`src/rtl/spart_pkg.sv`:
```
// Shared types and SPART register addresses for the bus scheduler.
package spart_pkg;

   typedef enum logic [2:0] {
      CFG_LO  = 3'd0,
      CFG_HI  = 3'd1,
      IDLE    = 3'd2,
      RX      = 3'd3,
      TX_LO   = 3'd4,
      TX_WAIT = 3'd5,
      TX_HI   = 3'd6
   } state_t;

   localparam logic [1:0] ADDR_DATA   = 2'b00;
   localparam logic [1:0] ADDR_STATUS = 2'b01;
   localparam logic [1:0] ADDR_DB_LO  = 2'b10;
   localparam logic [1:0] ADDR_DB_HI  = 2'b11;

endpackage

```
`src/rtl/spart_rx_assembler.sv`:
```
// Pairs received bytes into 16-bit words (low byte first); a lone low byte
// is dropped after RX_TIMEOUT cycles with no second read.
module spart_rx_assembler
   import spart_pkg::*;
#(
   parameter int RX_TIMEOUT = 1023
) (
   input  logic        clk,
   input  logic        rst,
   input  logic        i_strobe,
   input  logic [7:0]  i_byte,
   output logic [15:0] o_word,
   output logic        o_valid
);

   localparam int TW = (RX_TIMEOUT > 1) ? $clog2(RX_TIMEOUT) : 1;

   logic [TW-1:0] r_tmo_cnt;
   logic          r_have_lo;
   logic [7:0]    r_lo;
   logic [15:0]   r_word;
   logic          r_valid;

   always_ff @(posedge clk or negedge rst) begin
      if (!rst) begin
         r_tmo_cnt <= '0;
         r_have_lo <= 1'b0;
         r_lo      <= 8'h00;
         r_word    <= 16'h0000;
         r_valid   <= 1'b0;
      end else begin
         r_valid <= 1'b0;
         if (i_strobe) begin
            if (r_have_lo) begin
               r_word    <= {i_byte, r_lo};
               r_valid   <= 1'b1;
               r_have_lo <= 1'b0;
            end else begin
               r_lo      <= i_byte;
               r_have_lo <= 1'b1;
            end
            r_tmo_cnt <= '0;
         end else if (r_have_lo) begin
            // The last idle cycle of the window discards the pending low byte.
            if (r_tmo_cnt == TW'(RX_TIMEOUT - 1)) begin
               r_have_lo <= 1'b0;
               r_tmo_cnt <= '0;
            end else begin
               r_tmo_cnt <= r_tmo_cnt + 1'b1;
            end
         end
      end
   end

   assign o_word  = r_word;
   assign o_valid = r_valid;

endmodule

```
`src/rtl/spart_bus_sched.sv`:
```
// SPART bus scheduler: programs the baud divisor, then arbitrates two
// transmit requesters round-robin and services receive-data reads.
module spart_bus_sched
   import spart_pkg::*;
#(
   parameter logic [15:0] DIVISOR    = 16'd325,
   parameter int          RX_TIMEOUT = 1023
) (
   input  logic        clk,
   input  logic        rst,
   input  logic [1:0]  req,
   input  logic [15:0] word0,
   input  logic [15:0] word1,
   output logic [1:0]  grant,
   input  logic        rda,
   input  logic        tbr,
   output logic        iocs,
   output logic        iorw,
   output logic [1:0]  ioaddr,
   output logic [7:0]  tx_byte,
   output logic        db_oe,
   input  logic [7:0]  rx_byte,
   output logic [15:0] rx_word,
   output logic        rx_valid,
   output logic        busy
);

   state_t      r_state, w_next;
   logic [15:0] r_word;
   logic        r_rr_ptr;
   logic        r_tx_pend;
   logic        r_wait_met;
   logic [1:0]  w_win, w_grant, w_ioaddr;
   logic        w_iocs, w_iorw, w_db_oe;
   logic [7:0]  w_tx_byte;

   // r_rr_ptr selects the requester favoured when both are asking.
   assign w_win = (req == 2'b11) ? (r_rr_ptr ? 2'b10 : 2'b01) : req;

   always_comb begin
      w_next    = r_state;
      w_grant   = 2'b00;
      w_iocs    = 1'b0;
      w_iorw    = 1'b1;
      w_ioaddr  = ADDR_STATUS;
      w_db_oe   = 1'b0;
      w_tx_byte = 8'h00;
      case (r_state)
         CFG_LO: begin
            w_iocs = 1'b1; w_iorw = 1'b0; w_ioaddr = ADDR_DB_LO;
            w_db_oe = 1'b1; w_tx_byte = DIVISOR[7:0];
            w_next = CFG_HI;
         end
         CFG_HI: begin
            w_iocs = 1'b1; w_iorw = 1'b0; w_ioaddr = ADDR_DB_HI;
            w_db_oe = 1'b1; w_tx_byte = DIVISOR[15:8];
            w_next = IDLE;
         end
         IDLE: begin
            if (rda) begin
               w_next = RX;
            end else if (tbr && (req != 2'b00) && !r_tx_pend) begin
               w_grant = w_win;
               w_next  = TX_LO;
            end
         end
         RX: begin
            w_iocs = 1'b1; w_ioaddr = ADDR_DATA;
            w_next = r_tx_pend ? TX_WAIT : IDLE;
         end
         TX_LO: begin
            w_iocs = 1'b1; w_iorw = 1'b0; w_ioaddr = ADDR_DATA;
            w_db_oe = 1'b1; w_tx_byte = r_word[7:0];
            w_next = TX_WAIT;
         end
         TX_WAIT: begin
            if (rda)                     w_next = RX;
            else if (r_wait_met && tbr)  w_next = TX_HI;
         end
         TX_HI: begin
            w_iocs = 1'b1; w_iorw = 1'b0; w_ioaddr = ADDR_DATA;
            w_db_oe = 1'b1; w_tx_byte = r_word[15:8];
            w_next = IDLE;
         end
         default: w_next = IDLE;
      endcase
   end

   always_ff @(posedge clk or negedge rst) begin
      if (!rst) begin
         r_state    <= CFG_LO;
         r_word     <= 16'h0000;
         r_rr_ptr   <= 1'b0;
         r_tx_pend  <= 1'b0;
         r_wait_met <= 1'b0;
      end else begin
         r_state <= w_next;
         if (w_grant != 2'b00) begin
            r_word    <= w_grant[1] ? word1 : word0;
            r_rr_ptr  <= w_grant[0];
            r_tx_pend <= 1'b1;
         end
         // The first TX_WAIT cycle arms the exit; an RX detour keeps it armed.
         if (r_state == TX_LO)   r_wait_met <= 1'b0;
         if (r_state == TX_WAIT) r_wait_met <= 1'b1;
         if (r_state == TX_HI)   r_tx_pend  <= 1'b0;
      end
   end

   spart_rx_assembler #(
      .RX_TIMEOUT (RX_TIMEOUT)
   ) u_rx_asm (
      .clk      (clk),
      .rst      (rst),
      .i_strobe (r_state == RX),
      .i_byte   (rx_byte),
      .o_word   (rx_word),
      .o_valid  (rx_valid)
   );

   // While reset is held the bus must look idle, not like a CFG_LO write.
   assign grant   = rst ? w_grant : 2'b00;
   assign iocs    = rst & w_iocs;
   assign iorw    = ~rst | w_iorw;
   assign ioaddr  = rst ? w_ioaddr : ADDR_STATUS;
   assign db_oe   = rst & w_db_oe;
   assign tx_byte = rst ? w_tx_byte : 8'h00;
   assign busy    = (r_state != IDLE);

endmodule

```
`config.mk`:
```
export PLATFORM = sky130hd
export DESIGN_NAME = spart_bus_sched
export DESIGN_NICKNAME = d
export VERILOG_FILES = /design/src/rtl/spart_pkg.sv /design/src/rtl/spart_rx_assembler.sv /design/src/rtl/spart_bus_sched.sv
export SDC_FILE = /design/constraint.sdc
export NUM_CORES = 1
export LEC_CHECK = 0
export ABC_AREA = 1
export CELL_PAD_IN_SITES_DETAIL_PLACEMENT = 0
export CELL_PAD_IN_SITES_GLOBAL_PLACEMENT = 2
export CORE_MARGIN = 4
export CORE_UTILIZATION = 37
export CTS_CLUSTER_SIZE = 16
export DETAILED_ROUTE_END_ITERATION = 10
export DONT_BUFFER_PORTS = 1
export PLACE_DENSITY = 0.87
export SLEW_MARGIN = 0
export SYNTH_ARGS = -nofsm -noshare
export SYNTH_HDL_FRONTEND = slang
export SYNTH_SLANG_ARGS = --single-unit
```
`constraint.sdc`:
```
create_clock -name clk -period 3.7 [get_ports clk]
set_input_delay 0.555 -clock clk [delete_from_list [all_inputs] [get_ports clk]]
set_output_delay 0.555 -clock clk [all_outputs]
set_load 0.05 [all_outputs]
```
; After elaboration in Yosys (flattened, before gate mapping)
; Cells that the tools add are included.
[classes]
shift = 0
mux = 33
n_eq_ne = 11
bitwise_logic = 5
reduce_logical = 16
magnitude_cmp = 0
addsub = 1
mul = 0
div = 0
[ops]
columns = cell, n
row1 = 8-bit case mux with 4 select lines, 1
row2 = 10-bit two-way mux, 3
row3 = 16-bit two-way mux, 1
row4 = 3-bit two-way mux, 5
row5 = 3-bit case mux with 5 select lines, 1
row6 = 2-bit two-way mux, 7
row7 = 1-bit two-way mux, 13
row8 = 10-bit by 1-bit adder with 10-bit output (second input constant), 1
row9 = 10-bit equality test (second input constant), 1
row10 = 2-bit nonzero test, 5
row11 = 3-bit equality test (second input constant), 3
row12 = 8-bit two-way mux, 1
row13 = 3-bit by 2-bit equality test with 1-bit output (second input constant), 2
row14 = 3-bit != test (second input constant), 2
row15 = 2-bit case mux with 3 select lines, 1
row16 = 2-bit AND reduction, 3
row17 = 5-bit OR reduction, 1
row18 = 4-bit OR reduction, 1
row19 = 3-bit by 1-bit equality test with 1-bit output (second input constant), 1
row20 = 1-bit logical AND, 3
row21 = 3-bit zero test, 1
row22 = 3-bit by 2-bit != test with 1-bit output (second input constant), 1
row23 = 3-bit OR reduction, 1
row24 = 1-bit bitwise AND, 2
row25 = 4 further kinds, 5
[totals]
ff_bits = 58
mem_bits_rw = 0
n_memories = 0
mem_bits_ro = 0
elab_cells = 76
latchBits = 0

; Logic depth before layout (Yosys ltp)
; Gate-level depths: netlist of the first run.
[depth]
word_depth = 9
ltp_mapped = 9

; Modules after synthesis
; A second synthesis of the first run with hierarchy kept.
[hier_totals]
hier_cells = 401
area_unflattened_um2 = 3066.7
[by_module_without_submodules]
columns = module, area_each_um2, n_inst, cells_each, seq_area_each_um2
row1 = spart_rx_assembler, 1550.2, 1, 180, 900.9
row2 = spart_bus_sched, 1516.5, 1, 221, 550.5

; Worst setup path before layout of the first run
; Ideal clock, no wire load.
[synth_path]
kind = input port to output port
startpoint = input port rst
endpoint = output port ioaddr[0]
slack_ns = 0.763
required_ns = 3.145
path_stages = 5
arrival_time_ns = 2.382
cell_sequence = inv_1 > nor2_1 > inv_1 > a21oi_1 > o21ai_0
[synth_between]
elab_chain_len = 1
[synth_rtl]
columns = element, line
row1 = "start, declared", spart_bus_sched.sv:10  ; input logic rst,
row2 = 2-bit two-way mux, spart_bus_sched.sv:125  ; assign ioaddr = rst ? w_ioaddr : ADDR_STATUS;
row3 = "end, declared", spart_bus_sched.sv:19  ; output logic [1:0] ioaddr,
; Every way passes these cells.

; Worst setup path in the final report of the first run
[layout_path]
startpoint = register r_state[2]
endpoint = output port iorw
[layout_between]
elab_chain_len = 4
[layout_rtl]
columns = element, line
row1 = "start, declared", spart_bus_sched.sv:28  ; state_t r_state, w_next;
row2 = "start signal, assigned", spart_bus_sched.sv:97  ; r_state <= w_next;
row3 = "3-bit equality test, or another cell as far along", spart_bus_sched.sv:48  ; case (r_state)
row4 = 4-bit OR reduction (no source line) (*), n/a
row5 = 1-bit two-way mux (*), spart_bus_sched.sv:48
row6 = 1-bit bitwise OR (*), spart_bus_sched.sv:124  ; assign iorw = ~rst | w_iorw;
row7 = "end, declared", spart_bus_sched.sv:18  ; output logic iorw,
; Mark *: on every way between the ends. The rest lies on a longest branch, timed or not.

==> impl_metrics.py, run 1 <==
metrics = {
    "status": {
        "status": "completed",
    },
    "synthesis": {
        "netlist.area_leader.share": 0.4854,
        "synth_top_area_cell": "dfrtp_1",
        "synth_edf_count": 0,
        "ys_top_cells_by_count": "nand2_1 (132), nor2_1 (68), dfrtp_1 (58)",
        "synth_cells": 404,
        "syn-cell-area_um2": 2990,
        "synth_most_common_cell": "nand2_1",
        "yosys_register_bits": 58,
        "syn_area_per_cell_um2": 7.402,
        "synth_nets": 452,
        "yosysSeqAreaShare": 0.4854,
        "async_flop_share": 1.000,
        "ys.warnings.count": 0,
        "synthTopCellsByArea": "dfrtp_1 (49%), nand2_1 (17%), nor2_1 (8.5%)",
        "yosysUniqueCellTypes": 31,
        "ys.flop_type": "dfrtp_1",
    },
    "pwr": {
        "power_density_nw_per_um2": 845.3,
        "leakage_nw": 1.695,
        "vdd_drop_max_mv": 0.4338,
    },
    "global_routing": {
        "grt_busiest_layer": "met2",
        "grtUsageMet1": 0.2151,
        "grt_pass1_wl_um": 12160,
        "grtUsageMet2": 0.2340,
        "grt_max_degree": 59,
        "overflow": 0,
        "use_met3": 0.05071,
        "antenna_found_initial": 0,
        "track_usage": 0.1548,
        "grt_pass1_vias": 2526,
    },
    "clock_network": {
        "cts.clk_slew.worst_paths_ns": 0.07,
        "cts_resized": 0,
        "insertion_delay_ns": 0.34,
        "cts_num_sinks": 58,
        "htreeDepth": 3,
        "cts_setup_buffers": 0,
        "clockBufferDepth": 2,
        "ctsHoldBuffers": 1,
        "cts_tree": "done",
        "root_buffer": "clkbuf_8",
        "cts_buffers": 9,
    },
    "route": {
        "drt_first_pass_iters": 5,
        "ant_nets": 0,
        "drt_wl_total_um": 7010,
        "post-route-drc-count": 0,
        "vias": 2468,
        "wl_per_cell_um": 13.45,
        "drt-initial-drc-count": 144,
        "viasPerCell": 4.737,
    },
    "finish": {
        "fillers": 832,
        "syn_to_final_growth_pct": 10.96,
        "antenna_cells": 0,
        "ff_latch_area_um2": 1451,
        "multi_input_area_um2": 1301,
        "fin_nets": 462,
        "drive_above_1_share": 0.1026,
    },
    "setup_path": {
        "cp_max_fo": 7,
        "cp-end-kind": "output port",
        "worstSetupStartpointType": "register",
        "required_ns": 3.14,
        "worstSetupPathType": "reg2out",
        "arrival_ns": 2.28,
    },
    "sta": {
        "drv_slew": 0,
        "rsz0062_at_grt": "no",
        "hold_slack_ns": 0.08104,
        "tightestPinTransition_ns": 0.9480,
        "skew_ns": 0.008265,
        "max_freq_mhz": 353.4,
        "hold_viol_final": 0,
        "fin_crit_ns": 2.830,
        "finalCritPeriodShare": 0.7649,
        "tns_ns": 0,
        "max_slew_margin": 0.3657,
        "setup_viol": 0,
    },
    "placed_design": {
        "hpwl_um": 4976,
        "gp_congestion": 0.8056,
        "port_buffers": 0,
    },
    "die": {
        "pin_count": 79,
        "dieArea_um2": 9584,
        "die_w_um": 97.90,
        "rows": 32,
        "die_height_um": 97.90,
        "initial_utilization": 0.3830,
        "core_um2": 7807,
    },
    "job": {
        "cap_viol_max_count": 0,
    },
    "hold_path": {
        "min_path_type": "in2async",
    },
}
## through the flow
stage	utilization	power [mW]	cells	area, µm²	setup WS, ns
2_1_floorplan	-	2.100	404	2990	0.7626
3_3_place_gp	0.3986	2.285	504	3112	1.037
3_5_place_dp	0.3986	2.303	504	3112	1.040
4_1_cts	0.4250	2.847	521	3318	0.8611
5_1_grt	0.4250	3.037	521	3318	0.7264
6_report	0.4250	2.805	521	3318	0.8700
## sequential cells by signal (all words and copies together) (netlist names)
| name | flops |
|---|---|
| u_rx_asm.o_valid | 1 |
| u_rx_asm.o_word | 16 |
| u_rx_asm.r_have_lo | 1 |
| r_state | 3 |
| r_tx_pend | 1 |
| r_wait_met | 1 |
| u_rx_asm.r_lo | 8 |
| u_rx_asm.r_tmo_cnt | 10 |
| r_rr_ptr | 1 |
| r_word | 16 |
## layer usage
layer	up-vias	wire length, µm
met4	0	0
met5	-	0
met3	0	349
met2	50	3246
met1	1134	3414
li1	1284	-
## path summary, 6_finish.rpt
path / from / end / slack [ns] / cells past startpoint
min in group clk: rx_byte[7] / u_rx_asm.o_word[15]$_DFFE_PN0P_ / 0.36 / 2
max in group asynchronous: rst / u_rx_asm.r_lo[1]$_DFFE_PN0P_ / 3.38 / 1
worst min register to register: u_rx_asm.r_lo[4]$_DFFE_PN0P_ / u_rx_asm.o_word[4]$_DFFE_PN0P_ / 0.47 / 2
worst max-delay path: r_state[2]$_DFFE_PN0P_ / iorw / 0.87 / 6
worst min-delay path: rst / u_rx_asm.r_tmo_cnt[8]$_DFFE_PN0P_ / 0.08 / 1
worst max register to register: r_state[1]$_DFFE_PN0P_ / u_rx_asm.o_word[0]$_DFFE_PN0P_ / 1.99 / 6
## layout by cell type, fill, tap and decap left out, types with 3 or more instances in the layout
cell / instances
nor2_1: 68
clkbuf_8: 9
o21ai_1: 10
nand2_1: 132
buf_4: 11
inv_1: 34
a21oi_1: 12
nand3_1: 33
dfrtp_1: 58
o21ai_0: 17
nand2_2: 5
clkinv_4: 3
## power by group
group / internal (mW) / switching (mW)
Combinational: 0.274 / 0.631
Clock: 0.246 / 0.270
Sequential: 0.897 / 0.485
Total: 1.42 / 1.39
## area by class of cell
type	count	share of cell area
Timing Repair Buffer	12	0.03318
Sequential cell	58	0.4374
Tap cell	102	0.03846
Clock inverter	7	0.01659
Inverter	38	0.04487
Multi-Input combinational cell	295	0.3922
Clock buffer	9	0.03733
## cells by family (layout without fill, tap and decap cells)
group,count (synthesis),count (layout),share of synthesized area
compound gates,44,44,0.07741
xor+xnor,2,2,0.005859
fa+ha+maj,2,2,0.008367
buf+inv,51,66,0.08116
flops,58,58,0.4854
simple gates,247,247,0.3418
## critical path: stages, from the launching register on
cell     delay, ns
dfrtp_1       0.46
nand2_1       0.10
inv_1         0.06
nor2_1        0.08
inv_1         0.06
nor2_1        0.71
inv_1         0.47
Power figures use the tool's default switching activity.
==> run 2: changes to the inputs <==
--- a/config.mk
+++ b/config.mk
@@ -9,11 +9,11 @@
 export CELL_PAD_IN_SITES_DETAIL_PLACEMENT = 0
 export CELL_PAD_IN_SITES_GLOBAL_PLACEMENT = 2
 export CORE_MARGIN = 4
-export CORE_UTILIZATION = 37
+export CORE_UTILIZATION = 35
 export CTS_CLUSTER_SIZE = 16
 export DETAILED_ROUTE_END_ITERATION = 10
 export DONT_BUFFER_PORTS = 1
-export PLACE_DENSITY = 0.87
+export PLACE_DENSITY = 0.83
 export SLEW_MARGIN = 0
 export SYNTH_ARGS = -nofsm -noshare
 export SYNTH_HDL_FRONTEND = slang
==> constraint.sdc (replaced) <==
create_clock -name clk -period 2.8 [get_ports clk]
set_input_delay 0.42 -clock clk [delete_from_list [all_inputs] [get_ports clk]]
set_output_delay 0.42 -clock clk [all_outputs]
set_load 0.05 [all_outputs]
==> impl_metrics.py, run 2 (synthesized netlist as in run 1, its figures left out) <==
metrics = {
    "status": {
        "status": "completed",
    },
    "setup_path": {
        "cpMaxStageDelayCell": "nor2_1",
        "arrival_ns": 2.10,
        "path_cells": "nand2_1 > inv_1 > nor2_1 > inv_1 > nor2_1 > inv_1 > buf_4",
        "max_stage_delay_ns": 0.71,
        "worstSetupPathType": "reg2out",
        "cp_max_fo": 7,
        "rrSetupSlack_ns": 1.08,
        "cp-end-kind": "output port",
        "worstSetupStartpointType": "register",
        "cpMostUsedCell": "inv_1",
        "required_ns": 2.38,
    },
    "global_routing": {
        "track_usage": 0.1502,
        "grt_pass1_vias": 2442,
        "grt_max_degree": 59,
        "antenna_found_initial": 0,
        "grt_pass1_wl_um": 12120,
        "overflow": 0,
    },
    "placed_design": {
        "dpl_cell_area_um2": 3146,
        "gp_congestion": 0.7912,
        "hpwl_um": 5043,
        "port_buffers": 0,
    },
    "route": {
        "vias": 2516,
        "wl_per_cell_um": 13.35,
        "post-route-drc-count": 0,
        "drt-initial-drc-count": 127,
        "drt_first_pass_iters": 4,
        "drt_wl_total_um": 7061,
        "viasPerCell": 4.756,
        "ant_nets": 0,
    },
    "clock_network": {
        "cts_tree": "done",
        "clockBufferDepth": 2,
        "cts_setup_buffers": 0,
        "cts.clk_slew.worst_paths_ns": 0.07,
        "insertion_delay_ns": 0.33,
        "htreeDepth": 3,
        "cts_num_sinks": 58,
        "root_buffer": "clkbuf_8",
        "cts_buffers": 9,
    },
    "sta": {
        "max_freq_mhz": 397.0,
        "tns_ns": 0,
        "rsz0062_at_grt": "no",
        "setup_viol": 0,
        "fin_crit_ns": 2.519,
        "tightestPinTransition_ns": 0.9350,
        "skew_ns": 0.007824,
        "finalCritPeriodShare": 0.8995,
        "max_slew_margin": 0.3744,
        "drv_slew": 0,
        "hold_viol_final": 0,
    },
    "pwr": {
        "finalPower_mw": 3.721,
        "clkPwrFrac": 0.180,
        "vdd_drop_max_mv": 0.4291,
        "p_int_mw": 1.879,
        "leakage_nw": 1.714,
        "power_density_nw_per_um2": 1108,
        "pwr-share-seq": 0.494,
        "switching_share": 0.4949,
        "combPwrFrac": 0.326,
        "switchingPower_mw": 1.841,
    },
    "finish": {
        "fin_nets": 467,
        "final_cell_area_um2": 3357,
        "syn_to_final_growth_pct": 12.26,
        "layout_commonest_cell": "nand2_1",
        "antenna_cells": 0,
        "drive_above_1_share": 0.1132,
        "final_cell_mix": "nand2_1 (132), nor2_1 (68), dfrtp_1 (58), inv_1 (34), nand3_1 (33)",
    },
    "job": {
        "cap_viol_max_count": 0,
    },
    "die": {
        "die_height_um": 100.4,
        "pin_count": 79,
        "rows": 33,
        "core_um2": 8258,
        "initial_utilization": 0.3621,
        "die_w_um": 100.4,
        "dieArea_um2": 10090,
    },
    "hold_path": {
        "min_path_type": "in2reg",
    },
}
-- run 2: power by group through the flow --
| stage | Sequential (mW) | Combinational [mW] | Clock [mW] |
|---|---|---|---|
| final | 1.84 | 1.21 | 0.669 |
| after global routing | 1.89 | 1.41 | 0.732 |
| after CTS | 1.84 | 1.23 | 0.691 |
| after detailed placement | 1.85 | 1.21 | 0 |
| after global placement | 1.85 | 1.19 | 0 |
| after floorplan | 1.76 | 1.02 | 0 |
-- run 2: layout make-up --
cell class              count  area [µm²]
fillers                   898        4901
flip-flops and latches     58        1451
multi-input cells         295        1305
repair buffers             17       150.1
inverters                  38       148.9
well taps                 105       131.4
clock buffers               9       123.9
clock inverters             7       46.29
-- run 2: what timing repair did --
item / in CTS / in global routing
setup endpoints to repair: 0 / 1
hold buffers: 2 / 0
resized for setup: 0 / 1
hold endpoints to repair: 58 / 0
-- run 2: critical path: cells and delay by family (launching register included) --
kind,cells,cell delay (ns)
buffers and inverters,4,0.43
AND/OR/NAND/NOR,3,0.89
flip-flops,1,0.46
-- run 2: stage by stage --
stage,worst slack [ns],hold slack [ns],instances,utilization
3_5_place_dp,0.4276,0.1272,511,0.3809
5_1_grt,0.1112,0.2428,529,0.4065
6_report,0.2813,0.2395,529,0.4065
2_1_floorplan,0.01444,0.1244,404,-
4_1_cts,0.06510,0.2227,529,0.4061
3_3_place_gp,0.4408,0.1268,511,0.3809
-- run 2: path summary, 6_finish.rpt --
path / from / end / depth (start not counted)
max in group asynchronous: rst / u_rx_asm.o_word[2]$_DFFE_PN0P_ / 2
min in group asynchronous: rst / u_rx_asm.r_tmo_cnt[6]$_DFFE_PN0P_ / 2
hold / removal: rx_byte[4] / u_rx_asm.o_word[12]$_DFFE_PN0P_ / 2
setup / recovery: r_state[2]$_DFFE_PN0P_ / iorw / 7
setup reg to reg: r_state[1]$_DFFE_PN0P_ / u_rx_asm.o_word[4]$_DFFE_PN0P_ / 6
hold reg to reg: u_rx_asm.r_lo[1]$_DFFE_PN0P_ / u_rx_asm.o_word[1]$_DFFE_PN0P_ / 2
-- run 2: layer usage --
layer / GRT usage / vias up / wire length, µm
li1: - / 1290 / -
met1: 0.2205 / 1165 / 3571
met2: 0.2192 / 56 / 3103
met3: 0.03892 / 5 / 342
met4: 0.04041 / 0 / 43
met5: 0 / - / 0
==> RTL edit: new RTL, flow settings as in run 2 <==
`RX_TIMEOUT` is set to 1023 in 2 places; all go to 2046.
--- a/src/rtl/spart_rx_assembler.sv
+++ b/src/rtl/spart_rx_assembler.sv
@@ -5,3 +5,3 @@
 #(
-   parameter int RX_TIMEOUT = 1023
+   parameter int RX_TIMEOUT = 2046
 ) (
--- a/src/rtl/spart_bus_sched.sv
+++ b/src/rtl/spart_bus_sched.sv
@@ -6,3 +6,3 @@
    parameter logic [15:0] DIVISOR    = 16'd325,
-   parameter int          RX_TIMEOUT = 1023
+   parameter int          RX_TIMEOUT = 2046
 ) (
Behaviour: no difference found for any inputs over 10 cycles, from zero or initial values and one cycle with rst low; that may be too few to reach the edited logic, so the function may still have changed.
==> RTL edit against run 2 <==
  * Global-route usage shrank 0.79 points
  * Combinational power rose by 8%
  * Sequential cell count rose by 1
  * Routed wire length fell by 0.44%
  * Critical path depth is 1 higher
  * First-iteration DRC count fell by 42%
  * Worst setup slack gained 0.043 ns
  * Cell area grew 5.7%
  * Register-to-register slack improved by 0.03 ns
  * Total power is 8.1% higher
  * Area after synthesis up 4.9%
  * Count of clock-buffer cells in the layout grew 1
==> RTL edit: results <==
power_and_ir_drop:
  internal_power_uw: 2124
  pg_comb_uw: 1310
  p_leak_uw: 0.001808
  switchingPower_uw: 1899
  power.share.clock: 0.209
  vdd_drop_max_v: 0.0003726
critical_path:
  reg2reg_from: "r_state[2]$_DFFE_PN0P_"
  r2r_end: "r_word[2]$_DFFE_PN0P_"
  slowest_delay_ns: 0.53
  crit_arrival_ns: 2.06
  ff2ff_path_depth: 8
  slowest_stage: "dfrtp_1"
  crit_fanout: 21
  cp-endpoint: "grant[1]"
  crit_family: "simple AND/OR/NAND/NOR gates"
layout:
  drive_above_1_share: 0.1663
  syn_to_final_growth_pct: 13.16
  nets: 464
placed_design:
  pre_cts_slack_ns: 0.4464
  placedCellCount: 511
  place_area_um2: 3289
  place_hpwl_mm: 5.066
  gp_congestion: 0.7460
logic_synthesis:
  yosysWarnings: 0
  synth_xor_area_frac: 0.008377
  synth_fa_ha_area_frac: 0.007978
  ys_top_cells_by_count: "nand2_1 (130), dfrtp_1 (59), inv_1 (35)"
  synth_async_sr_flop_share: 1.000
  synth_nets: 450
  ys_seq_area_frac: 0.4707
  avgSynthCellArea_um2: 7.803
  synth_area_leaders: "dfrtp_1 (47%), nand2_1 (16%), nand3_1 (4.5%), inv_1 (4.2%), a21oi_1 (4.1%)"
  synth_compound_area_frac: 0.1025
clocking:
  clkLatencyLatePin_ns: 0.33
detailed_routing:
  drt_iter0_drc: 74
  wirelength_mm: 7.030
  routedWlPerCell_um: 13.29
run_status:
  status: "finished clean"
hold_path:
  hp-start: "rx_byte[7]"
  holdPathEnd: "u_rx_asm.o_word[15]$_DFFE_PN0P_"
timing:
  clock_skew_ns: 0.008161
  holdWs_ns: 0.2375
  setup_ws_ns: 0.3248
  worst_slew_pin_slew_ns: 0.5844
grt:
  grt_max_degree: 60
  grt_pass1_vias: 2503
  grt.total_usage: 0.1423
  grt_pass1_wl_mm: 11.82
RTL edit: cell types whose count changed in the layout (fill, tap and decap cells not counted), moves of 3 or more:
cell,before,now
o21ai_0,17,23
nor2_1,68,30
clkinv_2,4,1
nand3_1,33,28
o21ai_1,10,3
a21oi_1,11,26
nand2_4,1,6
nor2_2,2,19
RTL edit: metal layers:
layer | routed length (µm) | track usage | up-vias
met5 | 0 | 0 | -
met3 | 417 | 0.03654 | 9
met2 | 3221 | 0.2239 | 71
met4 | 121 | 0.06256 | 0
li1 | - | - | 1299
met1 | 3270 | 0.1847 | 1163
RTL edit: timing repair:
item	CTS	global route
setup endpoints to repair	0	2
hold buffers	2	0
gates resized for setup	0	2
endpoints found under the hold margin	59	0
RTL edit: layout make-up:
type,instances,share of cell area
clock buffer,10,0.03595
tap,108,0.03807
clock inverter,6,0.02538
inverter,38,0.04159
multi-input combinational,290,0.3987
sequential,59,0.4159
timing repair buffer,18,0.04441
